[config.mk]
export PLATFORM = sky130hd
export DESIGN_NAME = vga_capture_monitor_flat
export DESIGN_NICKNAME = d
export VERILOG_FILES = /design/src/rtl/vga_capture_monitor_if.sv /design/src/rtl/vga_capture_monitor.sv /design/src/flat_wrapper.sv
export SDC_FILE = /design/constraint.sdc
export NUM_CORES = 1
export LEC_CHECK = 0
export CAP_MARGIN = 25
export CORE_ASPECT_RATIO = 1.4
export CORE_MARGIN = 3
export CORE_UTILIZATION = 35
export DETAILED_ROUTE_END_ITERATION = 6
export GPL_ROUTABILITY_DRIVEN = 0
export PLACE_DENSITY = 0.65
export SYNTH_ARGS = -nofsm -noshare
export SYNTH_HDL_FRONTEND = slang
export SYNTH_SLANG_ARGS = --single-unit
[constraint.sdc]
create_clock -name clk -period 3.9 [get_ports clk]
set_clock_uncertainty 0.15 [all_clocks]
set_input_delay 0.585 -clock clk [delete_from_list [all_inputs] [get_ports clk]]
set_output_delay 0.585 -clock clk [all_outputs]
set_load 0.02 [all_outputs]
[src/rtl/vga_capture_monitor_if.sv]
// rtl/vga_capture_monitor_if.sv - video input and capture result bundle for vga_capture_monitor
interface vga_capture_monitor_if;
  logic       pix_en;
  logic       hsync;
  logic       vsync;
  logic [3:0] rgb;
  logic       locked;
  logic       cap_valid;
  logic [9:0] cap_x;
  logic [9:0] cap_y;
  logic [3:0] cap_rgb;
  logic       frame_done;
  logic [15:0] frame_sum;
  logic [7:0] err_cnt;

  // video source side
  modport master (
    output pix_en, hsync, vsync, rgb,
    input  locked, cap_valid, cap_x, cap_y, cap_rgb, frame_done, frame_sum, err_cnt
  );

  // capture monitor side
  modport slave (
    input  pix_en, hsync, vsync, rgb,
    output locked, cap_valid, cap_x, cap_y, cap_rgb, frame_done, frame_sum, err_cnt
  );
endinterface

[src/rtl/vga_capture_monitor.sv]
// rtl/vga_capture_monitor.sv - VGA timing lock, pixel capture and per-frame rgb sum
module vga_capture_monitor #(
  parameter bit SYNC_ACTIVE_LOW = 1'b1,
  parameter int H_TOTAL     = 800,
  parameter int H_SYNC      = 96,
  parameter int H_ACT_START = 144,
  parameter int H_ACT       = 640,
  parameter int V_TOTAL     = 525,
  parameter int V_SYNC      = 2,
  parameter int V_ACT_START = 34,
  parameter int V_ACT       = 480
) (
  input  logic                  clk,
  input  logic                  reset,
  vga_capture_monitor_if.slave  vif
);

  localparam logic [9:0] CNT_MAX  = 10'h3ff;
  localparam logic [9:0] H_LAST   = 10'(H_TOTAL - 1);
  localparam logic [9:0] H_SYNC_W = 10'(H_SYNC);
  localparam logic [9:0] H_A0     = 10'(H_ACT_START);
  localparam logic [9:0] H_A1     = 10'(H_ACT_START + H_ACT);
  localparam logic [9:0] V_LAST   = 10'(V_TOTAL - 1);
  localparam logic [9:0] V_SYNC_W = 10'(V_SYNC);
  localparam logic [9:0] V_A0     = 10'(V_ACT_START);
  localparam logic [9:0] V_A1     = 10'(V_ACT_START + V_ACT);

  typedef enum logic [1:0] {SEARCH, ACQUIRE, LOCKED} state_t;

  state_t      state_q, state_d;
  logic [1:0]  good_cnt_q, good_cnt_d;
  logic        hs_prev_q, hs_prev_d, vs_prev_q, vs_prev_d;
  logic [9:0]  h_cnt_q, h_cnt_d, hw_cnt_q, hw_cnt_d;
  logic [9:0]  v_cnt_q, v_cnt_d, vw_cnt_q, vw_cnt_d, vw_last_q, vw_last_d;
  logic        v_arm_q, v_arm_d, frame_bad_q, frame_bad_d;
  logic [15:0] acc_q, acc_d, frame_sum_q, frame_sum_d;
  logic        locked_q, locked_d, cap_valid_q, cap_valid_d, frame_done_q, frame_done_d;
  logic [9:0]  cap_x_q, cap_x_d, cap_y_q, cap_y_d;
  logic [3:0]  cap_rgb_q, cap_rgb_d;
  logic [7:0]  err_cnt_q, err_cnt_d;

  logic hs_act, vs_act, hs_edge, vs_edge, boundary, line_bad, frame_bad, active;

  // Sync edge detection, line/frame qualification, lock FSM and capture datapath
  always_comb begin
    hs_act   = SYNC_ACTIVE_LOW ? ~vif.hsync : vif.hsync;
    vs_act   = SYNC_ACTIVE_LOW ? ~vif.vsync : vif.vsync;
    hs_edge  = vif.pix_en & hs_act & ~hs_prev_q;
    vs_edge  = vif.pix_en & vs_act & ~vs_prev_q;
    // the armed flag is consumed by this hsync edge before any same-tick vsync edge re-arms it
    boundary = hs_edge & v_arm_q;
    // a line closes bad on a wrong length or sync width, or when it runs into saturation
    line_bad = (hs_edge & ((h_cnt_q != H_LAST) | (hw_cnt_q != H_SYNC_W)))
             | (vif.pix_en & ~hs_edge & (h_cnt_q == CNT_MAX - 10'd1));
    // vw_last holds the width of the vsync pulse that opened the frame now closing
    frame_bad = boundary & (frame_bad_q | line_bad | (v_cnt_q != V_LAST) | (vw_last_q != V_SYNC_W));

    state_d      = state_q;
    good_cnt_d   = good_cnt_q;
    hs_prev_d    = hs_prev_q;
    vs_prev_d    = vs_prev_q;
    h_cnt_d      = h_cnt_q;
    hw_cnt_d     = hw_cnt_q;
    v_cnt_d      = v_cnt_q;
    vw_cnt_d     = vw_cnt_q;
    vw_last_d    = vw_last_q;
    v_arm_d      = v_arm_q;
    frame_bad_d  = frame_bad_q;
    acc_d        = acc_q;
    frame_sum_d  = frame_sum_q;
    cap_valid_d  = 1'b0;
    frame_done_d = 1'b0;
    cap_x_d      = cap_x_q;
    cap_y_d      = cap_y_q;
    cap_rgb_d    = cap_rgb_q;
    err_cnt_d    = err_cnt_q;
    active       = 1'b0;

    if (vif.pix_en) begin
      hs_prev_d = hs_act;
      vs_prev_d = vs_act;

      if (hs_edge)                h_cnt_d = 10'd0;
      else if (h_cnt_q != CNT_MAX) h_cnt_d = h_cnt_q + 10'd1;

      if (hs_edge)                                    hw_cnt_d = 10'd1;
      else if (hs_act && hw_cnt_q != CNT_MAX)         hw_cnt_d = hw_cnt_q + 10'd1;

      if (hs_edge) begin
        if (v_arm_q)                v_cnt_d = 10'd0;
        else if (v_cnt_q != CNT_MAX) v_cnt_d = v_cnt_q + 10'd1;
      end
      v_arm_d = vs_edge | (v_arm_q & ~hs_edge);

      if (vs_edge) begin
        vw_last_d = vw_cnt_q;
        vw_cnt_d  = hs_edge ? 10'd1 : 10'd0;
      end else if (hs_edge && vs_act && vw_cnt_q != CNT_MAX) begin
        vw_cnt_d  = vw_cnt_q + 10'd1;
      end

      frame_bad_d = boundary ? 1'b0 : (frame_bad_q | line_bad);

      active = (state_q == LOCKED) && (h_cnt_d >= H_A0) && (h_cnt_d < H_A1)
            && (v_cnt_d >= V_A0) && (v_cnt_d < V_A1);
      if (active) begin
        cap_valid_d = 1'b1;
        cap_x_d     = h_cnt_d - H_A0;
        cap_y_d     = v_cnt_d - V_A0;
        cap_rgb_d   = vif.rgb;
      end

      acc_d = 16'd0;
      case (state_q)
        SEARCH: begin
          if (boundary) begin
            state_d    = ACQUIRE;
            good_cnt_d = 2'd0;
          end
        end
        ACQUIRE: begin
          if (boundary) begin
            if (frame_bad) begin
              good_cnt_d = 2'd0;
            end else if (good_cnt_q == 2'd1) begin
              good_cnt_d = 2'd2;
              state_d    = LOCKED;
            end else begin
              good_cnt_d = good_cnt_q + 2'd1;
            end
          end
        end
        default: begin
          if (line_bad || frame_bad) begin
            state_d   = SEARCH;
            err_cnt_d = (err_cnt_q == 8'hff) ? err_cnt_q : err_cnt_q + 8'd1;
          end else if (boundary) begin
            frame_sum_d  = acc_q;
            frame_done_d = 1'b1;
            acc_d        = active ? {12'd0, vif.rgb} : 16'd0;
          end else begin
            acc_d = active ? acc_q + {12'd0, vif.rgb} : acc_q;
          end
        end
      endcase
    end

    locked_d = (state_d == LOCKED);
  end

  // State and output registers
  always_ff @(posedge clk or negedge reset) begin
    if (!reset) begin
      state_q      <= SEARCH;
      good_cnt_q   <= 2'd0;
      hs_prev_q    <= 1'b0;
      vs_prev_q    <= 1'b0;
      h_cnt_q      <= 10'd0;
      hw_cnt_q     <= 10'd0;
      v_cnt_q      <= 10'd0;
      vw_cnt_q     <= 10'd0;
      vw_last_q    <= 10'd0;
      v_arm_q      <= 1'b0;
      frame_bad_q  <= 1'b0;
      acc_q        <= 16'd0;
      frame_sum_q  <= 16'd0;
      locked_q     <= 1'b0;
      cap_valid_q  <= 1'b0;
      frame_done_q <= 1'b0;
      cap_x_q      <= 10'd0;
      cap_y_q      <= 10'd0;
      cap_rgb_q    <= 4'd0;
      err_cnt_q    <= 8'd0;
    end else begin
      state_q      <= state_d;
      good_cnt_q   <= good_cnt_d;
      hs_prev_q    <= hs_prev_d;
      vs_prev_q    <= vs_prev_d;
      h_cnt_q      <= h_cnt_d;
      hw_cnt_q     <= hw_cnt_d;
      v_cnt_q      <= v_cnt_d;
      vw_cnt_q     <= vw_cnt_d;
      vw_last_q    <= vw_last_d;
      v_arm_q      <= v_arm_d;
      frame_bad_q  <= frame_bad_d;
      acc_q        <= acc_d;
      frame_sum_q  <= frame_sum_d;
      locked_q     <= locked_d;
      cap_valid_q  <= cap_valid_d;
      frame_done_q <= frame_done_d;
      cap_x_q      <= cap_x_d;
      cap_y_q      <= cap_y_d;
      cap_rgb_q    <= cap_rgb_d;
      err_cnt_q    <= err_cnt_d;
    end
  end

  assign vif.locked     = locked_q;
  assign vif.cap_valid  = cap_valid_q;
  assign vif.cap_x      = cap_x_q;
  assign vif.cap_y      = cap_y_q;
  assign vif.cap_rgb    = cap_rgb_q;
  assign vif.frame_done = frame_done_q;
  assign vif.frame_sum  = frame_sum_q;
  assign vif.err_cnt    = err_cnt_q;

endmodule

[src/flat_wrapper.sv]
// flat-port wrapper written by rule: the top's interface ports become plain ports
module vga_capture_monitor_flat 
#(
  parameter bit SYNC_ACTIVE_LOW = 1'b1,
  parameter int H_TOTAL     = 800,
  parameter int H_SYNC      = 96,
  parameter int H_ACT_START = 144,
  parameter int H_ACT       = 640,
  parameter int V_TOTAL     = 525,
  parameter int V_SYNC      = 2,
  parameter int V_ACT_START = 34,
  parameter int V_ACT       = 480
)
  (clk, reset, vif_pix_en, vif_hsync, vif_vsync, vif_rgb, vif_locked, vif_cap_valid, vif_cap_x, vif_cap_y, vif_cap_rgb, vif_frame_done, vif_frame_sum, vif_err_cnt);
  vga_capture_monitor_if vif_i ();
  input  logic clk;
  input  logic reset;
  input wire logic [$bits(vif_i.pix_en)-1:0] vif_pix_en;
  input wire logic [$bits(vif_i.hsync)-1:0] vif_hsync;
  input wire logic [$bits(vif_i.vsync)-1:0] vif_vsync;
  input wire logic [$bits(vif_i.rgb)-1:0] vif_rgb;
  output wire logic [$bits(vif_i.locked)-1:0] vif_locked;
  output wire logic [$bits(vif_i.cap_valid)-1:0] vif_cap_valid;
  output wire logic [$bits(vif_i.cap_x)-1:0] vif_cap_x;
  output wire logic [$bits(vif_i.cap_y)-1:0] vif_cap_y;
  output wire logic [$bits(vif_i.cap_rgb)-1:0] vif_cap_rgb;
  output wire logic [$bits(vif_i.frame_done)-1:0] vif_frame_done;
  output wire logic [$bits(vif_i.frame_sum)-1:0] vif_frame_sum;
  output wire logic [$bits(vif_i.err_cnt)-1:0] vif_err_cnt;
  assign vif_i.pix_en = vif_pix_en;
  assign vif_i.hsync = vif_hsync;
  assign vif_i.vsync = vif_vsync;
  assign vif_i.rgb = vif_rgb;
  assign vif_locked = vif_i.locked;
  assign vif_cap_valid = vif_i.cap_valid;
  assign vif_cap_x = vif_i.cap_x;
  assign vif_cap_y = vif_i.cap_y;
  assign vif_cap_rgb = vif_i.cap_rgb;
  assign vif_frame_done = vif_i.frame_done;
  assign vif_frame_sum = vif_i.frame_sum;
  assign vif_err_cnt = vif_i.err_cnt;
  vga_capture_monitor #(.SYNC_ACTIVE_LOW(SYNC_ACTIVE_LOW), .H_TOTAL(H_TOTAL), .H_SYNC(H_SYNC), .H_ACT_START(H_ACT_START), .H_ACT(H_ACT), .V_TOTAL(V_TOTAL), .V_SYNC(V_SYNC), .V_ACT_START(V_ACT_START), .V_ACT(V_ACT)) u_core (.clk(clk), .reset(reset), .vif(vif_i));
endmodule
; ---- After elaboration in Yosys (flattened, before gate mapping)
; Index checks and enable logic that the tools add are counted.
[word_totals]
regBits = 125
input_bits = 9
out_inout_bits = 51
wordCells = 131
[classes]
n_addsub = 9
magnitude_cmp = 4
n_eq_ne = 16
mux = 36
bitwise_logic = 24
reduce_logical = 22
[op_table]
columns = cell, n
row1 = two-way mux 10 bit, 11
row2 = two-way mux 16 bit, 4
row3 = "inequality test 10 bit, second input constant", 6
row4 = "adder 10 x 1 -> 10 bit, second input constant", 4
row5 = "< comparator 10 bit, second input constant", 2
row6 = two-way mux 2 bit, 10
row7 = adder 16 x 4 -> 16 bit, 1
row8 = AND reduction 4 bit, 3
row9 = AND 1 bit, 10
row10 = "== test 10 bit, second input constant", 1
row11 = "greater-or-equal comparator 10 x 6 -> 1 bit, second input constant", 1
row12 = "greater-or-equal comparator 10 x 8 -> 1 bit, second input constant", 1
row13 = "inequality test 10 x 2 -> 1 bit, second input constant", 1
row14 = "inequality test 10 x 7 -> 1 bit, second input constant", 1
row15 = AND reduction 2 bit, 5
row16 = "subtractor 10 x 6 -> 10 bit, second input constant", 1
row17 = "subtractor 10 x 8 -> 10 bit, second input constant", 1
row18 = "adder 8 x 1 -> 8 bit, second input constant", 1
row19 = "== test 8 bit, second input constant", 1
row20 = two-way mux 1 bit, 8
row21 = inverter 1 bit, 8
row22 = case mux 2 bit (2 select lines), 2
row23 = logical AND 1 bit, 7
row24 = OR 1 bit, 6
row25 = other kinds (10), 15

; ---- Depth between registers and ports, before layout
; Gate-level depths: netlist (run 1).
[depth]
ltp_word = 16
ltp_mapped = 17
mapped_depth_nobuf = 14

; ---- Least setup slack after synthesis (run 1)
; OpenSTA, ideal clock, no wires.
[synth_timing]
kind = register to register
from = register u_core.h_cnt_q[0]
to = register u_core.cap_rgb_q[0] (netlist: u_core.vif.cap_rgb[0])
t_arrival_ns = 3.551
path_slack_ns = 0.074
path_stages_with_launch = 17
path_buffers = 3
path_cell_list = dfrtp_1 > ha_1 > and3_1 > clkbuf_1 > nand3_1 > nand3_1 > xnor2_1 > or2_2 > ha_1 > o31ai_1 > nand2_1 > and3_1 > or2_2 > clkbuf_1 > nor2_4 > buf_4 > mux2_2
[synth_via]
elab_chain_cells = 10
word_cells_on_any_way = 12
cone_classes = add/sub: 1 / order compare: 2 / eq/ne: 1 / mux: 3 / reduce/logical: 5
[synth_rtl]
columns = element, line
row1 = "start, declared", vga_capture_monitor.sv:33  ; logic [9:0] h_cnt_q, h_cnt_d, hw_cnt_q, hw_cnt_d;
row2 = "start signal, assigned", vga_capture_monitor.sv:179  ; h_cnt_q <= h_cnt_d;
row3 = adder 10 x 1 -> 10 bit or inequality test 10 bit (tied branches), vga_capture_monitor.sv:84  ; else if (h_cnt_q != CNT_MAX) h_cnt_d = h_cnt_q + 10'd1;
row4 = two-way mux 10 bit (*), vga_capture_monitor.sv:84
row5 = two-way mux 10 bit (*), vga_capture_monitor.sv:83  ; if (hs_edge) h_cnt_d = 10'd0;
row6 = two-way mux 10 bit (*), vga_capture_monitor.sv:79  ; if (vif.pix_en) begin
row7 = greater-or-equal comparator 10 x 8 -> 1 bit, vga_capture_monitor.sv:104  ; active = (state_q == LOCKED) && (h_cnt_d >= H_A0) && (h_cnt_d < H_A1)
row8 = logical AND 1 bit, vga_capture_monitor.sv:104
row9 = logical AND 1 bit (*), vga_capture_monitor.sv:104
row10 = logical AND 1 bit (*) (2 in series), vga_capture_monitor.sv:105  ; && (v_cnt_d >= V_A0) && (v_cnt_d < V_A1);
row11 = AND reduction 2 bit (no line) (*), --
row12 = "end signal, assigned", vga_capture_monitor.sv:193  ; cap_rgb_q <= cap_rgb_d;
row13 = "end, declared", vga_capture_monitor.sv:39  ; logic [3:0] cap_rgb_q, cap_rgb_d;
; Mark *: on every way between the ends. The rest lies on a longest branch, timed or not. The select of a mux whose other input is x is not followed.
; A chain may end at the register's enable or synchronous reset.

; ---- Worst setup path after layout (run 1)
[layout_timing]
from = register u_core.h_cnt_q[1]
to = register u_core.acc_q[13]
[layout_via]
elab_chain_cells = 11
word_cells_on_any_way = 26
cone_classes = add/sub: 1 / order compare: 2 / eq/ne: 3 / mux: 5 / bitwise: 8 / reduce/logical: 7
[layout_rtl]
columns = element, line
row1 = "adder 10 x 1 -> 10 bit, or another cell as far along", vga_capture_monitor.sv:84
row2 = two-way mux 10 bit or OR 1 bit (tied branches), "vga_capture_monitor.sv:84, vga_capture_monitor.sv:53"
row3 = two-way mux 10 bit or AND 1 bit (tied branches), "vga_capture_monitor.sv:83, vga_capture_monitor.sv:53"
row4 = two-way mux 10 bit or OR 1 bit (tied branches), "vga_capture_monitor.sv:79, vga_capture_monitor.sv:54"
row5 = greater-or-equal comparator 10 x 8 -> 1 bit or OR 1 bit (tied branches), "vga_capture_monitor.sv:104, vga_capture_monitor.sv:56"
row6 = logical AND 1 bit or OR 1 bit (tied branches) (2 in series), "vga_capture_monitor.sv:104, vga_capture_monitor.sv:56"
row7 = logical AND 1 bit or AND 1 bit (tied branches), "vga_capture_monitor.sv:105, vga_capture_monitor.sv:56"
row8 = logical AND 1 bit or logical OR 1 bit (tied branches), "vga_capture_monitor.sv:105, vga_capture_monitor.sv:134"
row9 = nonzero test 4 bit (no line) or two-way mux 16 bit (tied branches), --
row10 = AND reduction 2 bit (no line) or two-way mux 16 bit (tied branches), --
row11 = "end signal, assigned", vga_capture_monitor.sv:165  ; acc_q <= 16'd0;
row12 = "end signal, assigned", vga_capture_monitor.sv:186  ; acc_q <= acc_d;
row13 = "end, declared", vga_capture_monitor.sv:36  ; logic [15:0] acc_q, acc_d, frame_sum_q, frame_sum_d;
; Several ways; a longest one is shown, not always the timed one. The select of a mux whose other input is x is not followed.

==> flow_summary.toml, run 1 <==
[run_status]
status = "complete, no violations"

[power]
powerDensity_nw_per_um2 = 431
vdd_drop_max_uv = 259
switching_share = 0.267
totalPowerFinal_mw = 3.56
clock_power_share = 0.455
power_switching_mw = 0.952
total_leakage_power_nw = 3.71
internal-power_mw = 2.61
power_frac_seq = 0.409
comb_power_share = 0.137

[floorplanning]
placement_rows = 58
chipWidth_um = 121
floorplan.die.height_um = 167
dieArea_um2 = 20100
floorplan.core_area_um2 = 18000
total_i_o_pin_count = 60
initial_utilization = 0.358

[yosys]
seq_area_frac_synth = 0.486
postSynth.asyncResetShare = 1.00
synth_edf_count = 0
post_synth_and_or_nand_nor_area_fraction = 0.177
ys_ff_latch = 125
synth_compound_area_frac = 0.137
synth-xor-area-share = 0.0408
synthesis.instances = 615
synth_top_flop_cell = "sky130_fd_sc_hd__dfrtp_1"
synth_nets = 642
synth.distinct_cells = 67
synth_warnings = 0
yosys-mux-area-fraction = 0.0917
synth-adder-area-share = 0.0361
netlist_area_um2 = 6440
largest_family_of_logic_cells_by_synthesized_area = "simple AND/OR/NAND/NOR gates"
synthesis.area_per_instance_um2 = 10.5

[routing]
ant_nets = 0
drt_pre_antenna_iters = 5
drcViolationCount = 0
postRouteWirelength_um = 15600
detail_route.iter0.violations = 350
drt-vias-per-instance = 5.47
routed_wire_length_per_instance_um = 16.0
total_via_count_after_detailed_routing = 5332

[critical_path]
worstSetupStartpointType = "flop"
setup.worst_path.end_class = "flop"
timing.critical_path.slowest_cell_delay_ns = 0.44
regToRegSetupSlack_ns = 0.23
timing.critical_path.max_delay_family = "simple AND/OR/NAND/NOR gates"
critical_path_arrival_ns = 3.81
cp.depth = 13
critical_path_required_ns = 4.04
crit-reg2reg-capture = "u_core.acc_q[13]"
ordered_cell_list_for_the_critical_path = "ha_1 -> and3_1 -> nand3_1 -> nand3_1 -> xnor2_1 -> or2_2 -> ha_1 -> o31ai_1 -> nand2_1 -> and3_1 -> or2_2 -> nor4_1 -> mux2_2"
startpoint = "u_core.h_cnt_q[1]"
cpMaxStageDelayCell = "sky130_fd_sc_hd__dfrtp_1"
critical_path.max_fanout = 9
worstSetupPathType = "flop to flop"
crit-reg2reg-launch = "u_core.h_cnt_q[1]"
rr_worst_depth = 13
crit_buf_inv = 0
crit_end = "u_core.acc_q[13]"

[grt]
grt_max_degree = 69
vias_in_the_first_global_route = 5384
grt_first_pass_wirelength_um = 26400
grt_util_all_layers = 0.159
gr-total-overflow = 0
antenna_found_initial = 0

[timing]
postLayoutSetupSlackWorst_ns = 0.229
maxSlewViolCount = 0
final-hold-violation-count = 0
timing_worst_slew_pin_value_ns = 0.883
fin_worst_hold_slack_ns = 0.136
setup_viol = 0
fin_tns_setup_ns = 0
final.period_utilization = 0.941
worst_slew_margin_rel = 0.412
setup_repair_after_global_routing_missed_its_margin = "false"
achievable-frequency_ghz = 0.272
timing.final.crit_period_ns = 3.67

[min_path]
timing.hold.worst.class = "primary input to async pin"

[clock_tree]
cts.sinks = 125
tritoncts = "yes"
cts.clk_slew.worst_paths_ns = 0.06
postCtsSetupBuffers = 0
numCtsBuffers = 17
cts_htree_levels = 4
clock_tree.root_cell = "sky130_fd_sc_hd__clkbuf_16"
clockBufferDepth = 2
worstSkewPairLatency_ns = 0.41

[finish]
design.final.nets = 749
post_route_cells_drive_above_1_share = 0.207
final_antenna_diode_count = 0
nFillCells = 1741
syn_to_final_growth_pct = 28.4
fin_area_um2 = 8270

[placement]
placed_area_um2 = 7660
dpl_worst_slack_ns = -0.0771
hpwl_um = 11400
place.port_buffers = 59

[run]
max_cap_check_violation_count = 0
worst reg2reg max path: cells and delay by family (launching register included):
| kind | cells | cell delay [ns] |
|---|---|---|
| XOR/XNOR | 1 | 0.15 |
| adder cells (fa/ha/maj) | 2 | 0.45 |
| AND/OR/NAND/NOR | 8 | 1.88 |
| flip-flops | 1 | 0.44 |
| multiplexers | 1 | 0.40 |
| AO/OA/AOI/OAI | 1 | 0.09 |
cells in the mapped netlist, drive strengths merged, types with 3 or more instances:
library cell,n,area (um^2)
mux2i,5,50.1
nand2b,3,18.8
o41ai,7,61.3
mux2,48,541
a31o,3,26.3
or3,10,62.6
a21o,4,30.0
xor2,14,123
nand3,22,110
or2,4,25.0
xnor2,16,140
nor4,9,71.3
nor3,12,60.1
clkbuf,18,68.8
a31oi,12,75.1
buf,9,46.3
o211ai,4,30.0
nand2,40,150
o21ai,28,140
dfrtp,125,3130
and3,15,93.8
nor2,35,141
or4,4,33.8
o31ai,10,75.1
and4,7,61.3
a21oi,36,180
ha,17,213
inv,24,90.1
and2,7,43.8
a22o,5,43.8
nand4,23,144
flip-flops by register name, summed over array words and instances, names as in the netlist, 2 cells and up:
| register | cells |
|---|---|
| u_core.hw_cnt_q | 10 |
| u_core.good_cnt_q | 2 |
| u_core.vif.cap_x | 10 |
| u_core.vif.frame_sum | 16 |
| u_core.h_cnt_q | 10 |
| u_core.vw_last_q | 10 |
| u_core.vw_cnt_q | 10 |
| u_core.v_cnt_q | 10 |
| u_core.acc_q | 16 |
| u_core.vif.cap_y | 10 |
| u_core.vif.cap_rgb | 4 |
| u_core.vif.err_cnt | 8 |
| u_core.state_q | 2 |
routing by layer:
metal,GRT usage,share of wire,routed length [um]
met1,0.190,0.40,6300
met3,0.0306,0.039,602
met4,0.0685,0.023,353
met2,0.278,0.53,8330
met5,0,0,0
what timing repair did:
action	4_1_cts	5_1_grt
setup endpoints to repair	0	29
hold buffers	0	0
resized for setup	0	1
cell families (layout without fill, tap and decap cells):
group                    count (synthesis)  in the layout
AO/OA/AOI/OAI                          134            134
adder cells (fa/ha/maj)                 18             18
buffers and inverters                   51            170
multiplexers                            53             53
XOR/XNOR                                30             30
AND/OR/NAND/NOR                        204            204
flip-flops                             125            125
through the flow:
step,std cells,util
after floorplan,615,-
final,974,0.460
after detailed placement,943,0.426
after global routing,974,0.460
after global placement,943,0.426
after CTS,974,0.459
cell usage in the layout, fill, tap and decap left out, types with 14 or more instances in the layout:
cell type                         Yosys  routed
sky130_fd_sc_hd__dfrtp_1            125     125
sky130_fd_sc_hd__xor2_1              14      14
sky130_fd_sc_hd__inv_1               24      24
sky130_fd_sc_hd__nand4_1             23      23
sky130_fd_sc_hd__clkbuf_16            0      17
sky130_fd_sc_hd__o21ai_0             28      28
sky130_fd_sc_hd__nand2_1             40      40
sky130_fd_sc_hd__ha_1                17      17
sky130_fd_sc_hd__mux2_2              48      48
sky130_fd_sc_hd__nor2_1              33      33
sky130_fd_sc_hd__xnor2_1             16      16
sky130_fd_sc_hd__and3_1              15      15
sky130_fd_sc_hd__nand3_1             22      22
sky130_fd_sc_hd__clkdlybuf4s50_1      0      58
sky130_fd_sc_hd__buf_4                1      55
sky130_fd_sc_hd__a21oi_1             36      36
worst min-delay path by stage:
stage / slack [ns] / endpoint / cells past startpoint
5_1_grt: 0.18 / u_core.vw_cnt_q[7] / 1
6_report: 0.14 / u_core.vw_cnt_q[7] / 1
2_1_floorplan: 0.14 / u_core.acc_q[0] / 0
3_5_place_dp: 0.33 / u_core.v_arm_q / 1
3_3_place_gp: 0.31 / u_core.v_arm_q / 1
4_1_cts: 0.16 / u_core.vw_cnt_q[7] / 1
power by group through the flow:
| stage | sequential [mW] | clock (mW) | combinational, mW |
|---|---|---|---|
| finish | 1.46 | 1.62 | 0.487 |
| CTS | 1.45 | 1.65 | 0.491 |
| detailed placement | 1.47 | 0 | 0.488 |
| global route | 1.47 | 1.70 | 0.546 |
| global placement | 1.47 | 0 | 0.471 |
| floorplan | 1.44 | 0 | 0.306 |
cell type report:
type                    instances  area [um^2]  area share
repair buffers                115         1030       0.125
clock buffers                  18          439      0.0531
clock inverters                13          166      0.0201
well taps                     240          300      0.0363
flip-flops and latches        125         3130       0.378
inverters                      24         90.1      0.0109
multi-input cells             439         3120       0.377
(Power assumes the default switching activity.)
==> inputs of run 2 (changes only) <==
--- a/constraint.sdc
+++ b/constraint.sdc
@@ -4,2 +4,2 @@
 set_output_delay 0.585 -clock clk [all_outputs]
-set_load 0.02 [all_outputs]
+set_load 0.05 [all_outputs]
==> results of run 2 <==
Same layout as run 1 (identical final DEF). Status: complete, no violations.
==> inputs of run 3 (changes only) <==
SLEW_MARGIN = 20   (was not set)
==> results of run 3 <==
Same layout as run 1 (identical final DEF). Status: complete, no violations.
